<file path="src/rtl/count_sequencer.sv">
// count_sequencer: valid/ready-commanded up/hold/down sweep controller for the lab counter.
// Optional tick prescaler enabled by defining CNTSEQ_PRESCALE_EN (adds the pre_div port).
module count_sequencer #(
    parameter int WIDTH     = 8,
    parameter int PRE_WIDTH = 4
) (
    input  logic             clk,
    input  logic             rst,
    input  logic             cmd_valid,
    output logic             cmd_ready,
    input  logic [WIDTH-1:0] cmd_limit,
    input  logic [WIDTH-1:0] cmd_hold,
    input  logic             cmd_loop,
`ifdef CNTSEQ_PRESCALE_EN
    input  logic [PRE_WIDTH-1:0] pre_div,
`endif
    input  logic             abort,
    output logic [WIDTH-1:0] count,
    output logic             dir,
    output logic             busy,
    output logic             done
);
    typedef enum logic [2:0] {IDLE, UP, HOLD, DOWN, DONE} state_t;

    state_t           state_q, state_d;
    logic [WIDTH-1:0] count_q, count_d;
    logic [WIDTH-1:0] hold_cnt_q, hold_cnt_d;
    logic [WIDTH-1:0] limit_q, limit_d;
    logic [WIDTH-1:0] hold_q, hold_d;
    logic             loop_q, loop_d;
    logic             tick;

    if (PRE_WIDTH < 1) begin : g_pre_width_chk
        $error("count_sequencer: PRE_WIDTH must be at least 1");
    end

    assign cmd_ready = state_q == IDLE;
    assign busy      = state_q != IDLE;
    assign dir       = state_q == UP || state_q == HOLD;
    assign done      = state_q == DONE;
    assign count     = count_q;

`ifdef CNTSEQ_PRESCALE_EN
    logic [PRE_WIDTH-1:0] pre_cnt_q, pre_cnt_d, pre_div_q, pre_div_d;
    logic                 sweep;

    // Divider free-runs across UP/HOLD/DOWN so loop sweeps keep an even tick rate.
    assign sweep     = state_q == UP || state_q == HOLD || state_q == DOWN;
    assign tick      = sweep && pre_cnt_q == pre_div_q;
    assign pre_div_d = (cmd_valid && cmd_ready) ? pre_div : pre_div_q;
    assign pre_cnt_d = (!sweep || abort || tick) ? '0 : pre_cnt_q + 1'b1;

    always_ff @(posedge clk) begin
        if (rst) begin
            pre_cnt_q <= '0;
            pre_div_q <= '0;
        end else begin
            pre_cnt_q <= pre_cnt_d;
            pre_div_q <= pre_div_d;
        end
    end
`else
    assign tick = busy;
`endif

    always_comb begin
        state_d    = state_q;
        count_d    = count_q;
        hold_cnt_d = hold_cnt_q;
        limit_d    = limit_q;
        hold_d     = hold_q;
        loop_d     = loop_q;
        if (abort && state_q != IDLE) begin
            state_d = IDLE;
            count_d = '0;
        end else begin
            case (state_q)
                IDLE: if (cmd_valid) begin
                    limit_d = cmd_limit;
                    hold_d  = cmd_hold;
                    loop_d  = cmd_loop;
                    count_d = '0;
                    state_d = cmd_limit == '0 ? DONE : UP;
                end
                UP: if (tick) begin
                    count_d = count_q + 1'b1;
                    if (count_d == limit_q) begin
                        state_d    = HOLD;
                        hold_cnt_d = hold_q;
                    end
                end
                HOLD: if (tick) begin
                    state_d    = hold_cnt_q == '0 ? DOWN : HOLD;
                    hold_cnt_d = hold_cnt_q == '0 ? hold_cnt_q : hold_cnt_q - 1'b1;
                end
                DOWN: if (tick) begin
                    count_d = count_q - 1'b1;
                    if (count_q == WIDTH'(1)) state_d = loop_q ? UP : DONE;
                end
                DONE:    state_d = IDLE;
                default: state_d = IDLE;
            endcase
        end
    end

    always_ff @(posedge clk) begin
        if (rst) begin
            state_q    <= IDLE;
            count_q    <= '0;
            hold_cnt_q <= '0;
            limit_q    <= '0;
            hold_q     <= '0;
            loop_q     <= 1'b0;
        end else begin
            state_q    <= state_d;
            count_q    <= count_d;
            hold_cnt_q <= hold_cnt_d;
            limit_q    <= limit_d;
            hold_q     <= hold_d;
            loop_q     <= loop_d;
        end
    end
endmodule

</file>
<file path="config.mk">
export PLATFORM = sky130hd
export DESIGN_NAME = count_sequencer
export DESIGN_NICKNAME = d
export VERILOG_FILES = /design/src/rtl/count_sequencer.sv
export SDC_FILE = /design/constraint.sdc
export NUM_CORES = 1
export LEC_CHECK = 0
export ABC_AREA = 1
export BUFFER_PORTS_ARGS = -buffer_cell sky130_fd_sc_hd__buf_2
export CAP_MARGIN = 10
export CORE_ASPECT_RATIO = 1.2
export CORE_MARGIN = 2
export CORE_UTILIZATION = 35
export CTS_BUF_LIST = sky130_fd_sc_hd__clkbuf_16
export CTS_CLUSTER_DIAMETER = 40
export DETAILED_ROUTE_END_ITERATION = 12
export PLACE_DENSITY = 0.62
export SYNTH_ARGS = -nofsm -noshare
export SYNTH_HDL_FRONTEND = slang
export SYNTH_SLANG_ARGS = --single-unit
</file>
<file path="constraint.sdc">
create_clock -name clk -period 2.1 [get_ports clk]
set_input_delay 0.105 -clock clk [delete_from_list [all_inputs] [get_ports clk]]
set_output_delay 0.105 -clock clk [all_outputs]
set_load 0.05 [all_outputs]
</file>
======== Word level (Yosys, flattened, before mapping) ========
Cells that the tools add are included.
cells by class
  shift operators ......................... 0
  equal/unequal tests ..................... 13
  multipliers ............................. 0
  bitwise logic cells ..................... 1
  divide/modulo/power cells ............... 0
  reductions and logical operators ........ 13
  add/subtract/negate cells ............... 3
  multiplexer cells ....................... 19
  order comparisons ....................... 0
operators with widths
  kind                                                                      number
  8-bit 2-to-1 mux                                                          7
  3-bit 2-to-1 mux                                                          8
  8-bit one-hot mux with 3 select lines                                     1
  8-bit logical NOT                                                         2
  8-bit one-hot mux with 2 select lines                                     1
  8-bit by 1-bit subtractor with 8-bit output (second input constant)       2
  2-bit inequality test (second input constant)                             6
  3-bit one-hot mux with 4 select lines                                     1
  6-bit AND reduction                                                       2
  8-bit by 1-bit adder with 8-bit output (second input constant)            1
  8-bit by 1-bit equality test with 1-bit output (second input constant)    1
  8-bit equality test                                                       1
  3-bit by 2-bit equality test with 1-bit output (second input constant)    2
  3-bit nonzero test                                                        2
  4-bit AND reduction                                                       1
  3-bit by 1-bit equality test with 1-bit output (second input constant)    1
  3-bit equality test (second input constant)                               1
  3-bit logical NOT                                                         1
  3-bit AND reduction                                                       1
  2-bit by 1-bit inequality test with 1-bit output (second input constant)  1
  2-bit nonzero test                                                        1
  2-bit OR reduction                                                        1
  1-bit logical AND                                                         1
  1-bit logical OR                                                          1
  other kinds (2)                                                           2
storage, ports and cells
  memories kept ........................... 0
  memory bits (writable) .................. 0
  ROM bits ................................ 0
  bits in latches ......................... 0
  flip-flop bits (word level) ............. 36

======== Longest topological paths before layout ========
Gate-level depths: netlist of the first run.
  depth in word-level cells ............... 5
  mapped depth ............................ 15
  depth with buffers taken out ............ 15

======== Worst setup path before layout of the first run ========
No wires, ideal clock.
  path kind ............................... register -> register
  start point ............................. reg count_q[0], in the netlist count[0]
  end point ............................... reg hold_cnt_q[1]
  path slack .............................. -52 ps
  stages on the path, launching flop included .. 13
  data arrival time ....................... 2039 ps
  clock period less this slack ............ 2152 ps
  setup time .............................. 113 ps
  buffers on the path ..................... 0
  path through ............................ dfxtp_1 -> inv_2 -> ha_1 -> xnor2_1 -> nand2_1 -> nor2_1 -> nand2_1 -> nor2_2 -> nand3_2 -> nand2_4 -> nand2_4 -> nor2_1 -> nor2_1
on the way
  cells in the longest elaborated chain, start to end .. 4
RTL lines
  element                                                     RTL line  RTL
  start, declared                                             26        logic [WIDTH-1:0] count_q, count_d;
  start signal, assigned                                      116       count_q <= count_d;
  8-bit by 1-bit adder with 8-bit output                      86        count_d = count_q + 1'b1;
  8-bit equality test                                         87        if (count_d == limit_q) begin
  2-bit by 1-bit inequality test with 1-bit output (no line)  -
  6-bit AND reduction (no line)                               -
  end signal, assigned                                        117       hold_cnt_q <= hold_cnt_d;
  end, declared                                               27        logic [WIDTH-1:0] hold_cnt_q, hold_cnt_d;
Every way passes these cells.
A chain may end at the register's enable or synchronous reset.

======== Final worst setup path of the first run ========
  start point ............................. reg count_q[1], in the netlist count[1]
  end point ............................... reg hold_cnt_q[1]
Same word-level chain as after synthesis.

==> reports/metrics.cfg, run 1 <==
[status]
status = finished, final reports clean

[clock_tree]
cts_made_buffers = 5
h-tree-depth = 2
clkSinkCount = 36
cts_tree = done
insertion_delay_ns = 0.28
clockRootBuffer = clkbuf_16
hold_buffers = 0
cts_buffer_depth = 2
clkTransAtPathRegs_ns = 0.06

[layout]
nets = 403
stdcell_count = 461
drive_gt1_share_pct = 17.4
antenna_cells = 0
layout_common_cells = nand2_1 (76), inv_1 (48), nor2_1 (44)
fin_area_sq_mm = 0.00259
final_common_cell = nand2_1
area.growth.synth_to_final_pct = 20.3

[sta]
setup_viol = 0
rsz0062_at_grt = no
fin_setup_tns_ns = 0
tightest_slew_ns = 0.401
fin_ws_ns = 0.259
fin_crit_sh_pct = 87.7
max_slew_margin_pct = 73.0
fin_crit_ns = 1.84
hold_viol = 0
fin_skew_ns = 0.00477
slew_violations = 0
fmaxAchievable_ghz = 0.543

[flow_run]
max-cap-violations = 0

[die]
die_area_sq_mm = 0.00680
rows = 31
chipHeight_microns = 90.0
fp.dieW_microns = 75.6
core_area_sq_mm = 0.00601
floorplan.initialDensity_pct = 35.8
pin_count = 33

[worst_setup_path]
cp.required_ns = 2.32
critical_path.cell_chain = inv_1, ha_1, xnor2_1, nand2_1, nor2_1, nand2_1, nor2_2, nand3_2, nand2_4, nand2_4, nand2_1, nand2_1, nor2_1
cp_slowest_cell = dfxtp_2
max_stage_delay_ns = 0.40
cp-end-kind = register
worst-path-buf-inv = 1
cp.arrival_ns = 2.07
crit_family = simple AND/OR/NAND/NOR gates
critPathLaunchType = register
cp_common_cell = nand2_1
path_class = reg -> reg
crit_path_max_fanout = 10

[power_and_ir_drop]
powerDensity_mw_per_mm2 = 918
total_leakage_power_nw = 1.25
power_frac_comb_pct = 30.7
clkPwrFrac_pct = 35.3
vdd_drop_max_uv = 339
seqPwrFrac_pct = 34.0
power_mw = 2.38
switchingPower_mw = 0.836
p_int_mw = 1.54
switching_share_pct = 35.1

[global_route]
antenna_found_initial = 0
grt_usage_pct = 17.6
grt.overflow.total = 0
grt_pass1_wl_microns = 9190
first_global_vias = 2006
grt_max_degree = 31

[hold_path]
hp-class = in -> reg

[drt]
firstDrtPassIters = 4
vias_per_cell = 4.78
wl_per_cell_microns = 11.9
vias = 2202
drc = 0
drt.antenna.violating_nets = 0
totalWireLength_microns = 5500
drt_iter0_drc = 86

[yosys]
avgSynthCellArea_sq_um = 6.32
syn_area_sq_mm = 0.00215
synth_top_cell_by_area = dfxtp_1
synth_area_leaders = dfxtp_1 (33%), nand2_1 (13%), inv_1 (8.4%)
synth_nets = 366
yosysWarnings = 0
seq_area_frac_synth_pct = 33.4
synth_cell_types = 32
netlist_instances = 341
synth_seq_cells = 36
synthDominantCellAreaShare_pct = 33.4

[placement]
place_area_sq_mm = 0.00243
port_buffers = 32
place_inst = 453
place_congestion = 0.850
dp_hpwl_microns = 4170
preCtsSetupSlack_ns = 0.228

[through the flow]
stage	hold slack [ns]	utilization, %
after floorplan	0.174	-
final	0.0474	43.1
after detailed placement	0.346	40.4
after global routing	0.0531	43.1
after CTS	0.0463	43.1
after global placement	0.335	40.4
[cell usage after synthesis (all sizes together)]
cell type and number:
nand2 83, inv 52, nor2 51, dfxtp 36, o21ai 32, a21oi 28
nand3 23, clkbuf 5, nand4 5, ha 4, xor2 4, a31oi 3
buf 3, a221oi 1, a41oi 1, and3 1, clkinv 1, nand3b 1
nor4 1, o2111ai 1, o211ai 1, o221ai 1, o22ai 1, o32ai 1
xnor2 1
[power groups by stage]
stage               registers [mW]  logic (mW)  clock network, mW
floorplan                    0.851       0.512                  0
global placement             0.821       0.724                  0
detailed placement           0.823       0.730                  0
CTS                          0.808       0.733              0.865
global route                 0.817       0.832              0.885
finish                       0.809       0.729              0.840
[layout make-up]
type	instances	area, sq um
clock buffer	5	125
clock inverter	3	37.5
fill	647	3420
inverter	53	200
multi-input combinational	244	1190
sequential	36	726
tap	82	103
timing repair buffer	38	205
[routing by layer]
metal | track usage, % | part of all wire [%] | up-vias
met5 | 0 | 0 | -
met4 | 8.63 | 2.6 | 0
met3 | 4.37 | 5.2 | 10
met2 | 27.4 | 49 | 50
met1 | 22.0 | 43 | 973
li1 | - | - | 1169
[worst paths after layout]
path	from	endpoint	slack, ns	cells past startpoint
worst max-delay path	count[1]$_SDFFE_PP0P_	hold_cnt_q[1]$_SDFFE_PP0P_	0.26	13
worst min-delay path	rst	hold_q[1]$_SDFFE_PP0P_	0.05	2
worst max register to register	count[1]$_SDFFE_PP0P_	hold_cnt_q[1]$_SDFFE_PP0P_	0.26	13
worst min register to register	hold_q[6]$_SDFFE_PP0P_	hold_q[6]$_SDFFE_PP0P_	0.45	2
[worst reg2reg max path, cell delays in order, from the launching register on]
cell,delay [ns]
dfxtp_2,0.40
inv_1,0.08
ha_1,0.31
xnor2_1,0.14
nand2_1,0.07
nor2_1,0.10
nand2_1,0.07
nor2_2,0.11
nand3_2,0.09
nand2_4,0.11
nand2_4,0.10
nand2_1,0.09
nand2_1,0.05
nor2_1,0.08
[kinds of logic (layout without fill, tap and decap cells)]
kind of cell	count (synthesis)	after routing	synth area share, %
AND/OR/NAND/NOR	165	165	33.6
AO/OA/AOI/OAI	70	70	17.5
buffers and inverters	61	99	11.1
flip-flops	36	36	33.4
XOR/XNOR	5	5	2.03
adder cells (fa/ha/maj)	4	4	2.32
[flip-flops by register name, summed over array words and instances (netlist names)]
| name | count |
|---|---|
| loop_q | 1 |
| count | 8 |
| hold_cnt_q | 8 |
| limit_q | 8 |
| hold_q | 8 |
| state_q | 3 |
[what timing repair did]
item	4_1_cts	5_1_grt
setup endpoints to repair	0	2
resized for setup	0	1
buffers inserted	0	0
No activity file was read; power rests on OpenSTA's default activity.
==> run 2: changes to the inputs <==
Settings changed: CORE_MARGIN 2 to 3.
==> reports/metrics.cfg, run 2 (synthesis gave the netlist of run 1 again) <==
[clock_tree]
cts_setup_buffers = 0  ; unchanged
cts_made_buffers = 5  ; unchanged
clockRootBuffer = clkbuf_16  ; unchanged
h-tree-depth = 2  ; unchanged
cts_buffer_depth = 2  ; unchanged
clkSinkCount = 36  ; unchanged
insertion_delay_ns = 0.28  ; about the same
clkTransAtPathRegs_ns = 0.06  ; about the same
cts_tree = done  ; unchanged

[sta]
setup_viol = 0  ; unchanged
slew_violations = 0  ; unchanged
rsz0062_at_grt = no  ; unchanged
fin_crit_ns = 1.92  ; was 1.84 ns
fin_skew_ns = 0.00467  ; was 0.00477 ns
max_slew_margin_pct = 75.8  ; was 73.0%
fin_crit_sh_pct = 91.3  ; was 87.7%
fin_ws_ns = 0.182  ; was 0.259 ns
fmaxAchievable_ghz = 0.521  ; was 0.543 GHz
fin_setup_tns_ns = 0  ; unchanged
hold_viol = 0  ; unchanged
tightest_slew_ns = 0.360  ; was 0.401 ns

[placement]
place_inst = 452  ; was 453
port_buffers = 32  ; unchanged
dp_hpwl_microns = 4260  ; was 4170 microns
preCtsSetupSlack_ns = 0.174  ; was 0.228 ns
place_congestion = 0.881  ; was 0.850

[worst_setup_path]
cp-end-kind = register  ; unchanged
critPathLaunchType = register  ; unchanged
cp.required_ns = 2.32  ; about the same
path_class = reg -> reg  ; unchanged
crit_path_max_fanout = 10  ; unchanged
cp.arrival_ns = 2.13  ; was 2.07 ns

[global_route]
grt_pass1_wl_microns = 9400  ; was 9190 microns
grt.overflow.total = 0  ; unchanged
antenna_found_initial = 0  ; unchanged
first_global_vias = 2069  ; was 2006
grt_max_degree = 31  ; unchanged
grt_usage_pct = 16.5  ; was 17.6%

[layout]
drive_gt1_share_pct = 18.2  ; was 17.4%
area.growth.synth_to_final_pct = 19.6  ; was 20.3%
nets = 404  ; was 403
stdcell_count = 460  ; was 461
fill_cells = 650  ; was 647
final_common_cell = nand2_1  ; unchanged
fin_util_pct = 44.3  ; was 43.1%
layout_common_cells = nand2_1 (76), inv_1 (48), nor2_1 (44)  ; unchanged
antenna_cells = 0  ; unchanged

[power_and_ir_drop]
power_frac_comb_pct = 32.3  ; was 30.7%
p_int_mw = 1.43  ; was 1.54 mW
vdd_drop_max_uv = 422  ; was 339 uV
switching_share_pct = 37.0  ; was 35.1%
seqPwrFrac_pct = 35.7  ; was 34.0%
total_leakage_power_nw = 1.25  ; about the same
clkPwrFrac_pct = 32.0  ; was 35.3%
powerDensity_mw_per_mm2 = 881  ; was 918 mW/mm^2
switchingPower_mw = 0.840  ; was 0.836 mW

[die]
rows = 30  ; was 31
pin_count = 33  ; unchanged
chipHeight_microns = 92.0  ; was 90.0 microns
floorplan.initialDensity_pct = 37.0  ; was 35.8%
core_area_sq_mm = 0.00582  ; was 0.00601 sq mm
die_area_sq_mm = 0.00714  ; was 0.00680 sq mm
fp.dieW_microns = 77.6  ; was 75.6 microns

[drt]
drc = 0  ; unchanged
vias_per_cell = 4.74  ; was 4.78
drt.antenna.violating_nets = 0  ; unchanged
drt_iter0_drc = 69  ; was 86
totalWireLength_microns = 5530  ; was 5500 microns
vias = 2180  ; was 2202
wl_per_cell_microns = 12.0  ; was 11.9 microns
firstDrtPassIters = 4  ; unchanged

[status]
status = finished, final reports clean  ; unchanged

[flow_run]
max-cap-violations = 0  ; unchanged

[hold_path]
hp-class = in -> reg  ; unchanged

## run 2: changes by cell type in the layout (fill, tap and decap cells not counted), sizes merged
cell    delta
clkinv     +1
buf        +1
bufinv     -1
## run 2: worst paths after layout
kind	start	end	slack, ns	cells past startpoint
hold reg to reg	hold_q[5]$_SDFFE_PP0P_	hold_q[5]$_SDFFE_PP0P_	0.45	2
setup / recovery	count[1]$_SDFFE_PP0P_	hold_cnt_q[5]$_SDFFE_PP0P_	0.18	13
setup reg to reg	count[1]$_SDFFE_PP0P_	hold_cnt_q[5]$_SDFFE_PP0P_	0.18	13
hold / removal	rst	limit_q[1]$_SDFFE_PP0P_	0.05	2
## run 2: repair_timing
action | in CTS | in global routing
endpoints found under the hold margin | 0 | 0
hold buffers | 0 | 0
setup endpoints to repair | 0 | 3
gates resized for setup | 0 | 1
## run 2: power by group through the flow
stage                     Clock, mW  Sequential, mW  Combinational [mW]
after CTS                     0.746           0.809               0.736
after global routing          0.773           0.819               0.834
after floorplan                   0           0.851               0.512
after detailed placement          0           0.824               0.734
final                         0.727           0.812               0.732
after global placement            0           0.822               0.728
## run 2: layout make-up
class | instances | area [sq um] | share of cell area, %
clock buffers | 5 | 125 | 4.85
clock inverters | 3 | 18.8 | 0.728
inverters | 53 | 200 | 7.77
multi-input cells | 244 | 1190 | 46.4
flip-flops and latches | 36 | 726 | 28.2
well taps | 80 | 100 | 3.88
repair buffers | 39 | 213 | 8.25
## run 2: layer usage
metal  GRT usage [%]  vias up  wire, microns
met5               0        -              0
met4            6.82        0            164
met3            3.83       14            241
met2            27.8       46           2640
met1            20.0      945           2480
li1                -     1175              -
## run 2: worst max-delay path: stages, from the launching register on
cell     delay (ns)
dfxtp_2        0.41
inv_1          0.09
ha_1           0.33
xnor2_1        0.16
nand2_1        0.07
nor2_1         0.10
nand2_1        0.07
nor2_2         0.12
nand3_2        0.10
nand2_4        0.11
nand2_4        0.09
nand2_1        0.08
nand2_1        0.05
nor2_1         0.08
## run 2: per-stage QoR
step / instance area (sq um) / hold slack (ns) / power (mW)
final: 2580 / 0.0479 / 2.27
after global routing: 2580 / 0.0723 / 2.43
after CTS: 2570 / 0.0402 / 2.29
after detailed placement: 2430 / 0.340 / 1.56
after global placement: 2430 / 0.336 / 1.55
after floorplan: 2160 / 0.174 / 1.36
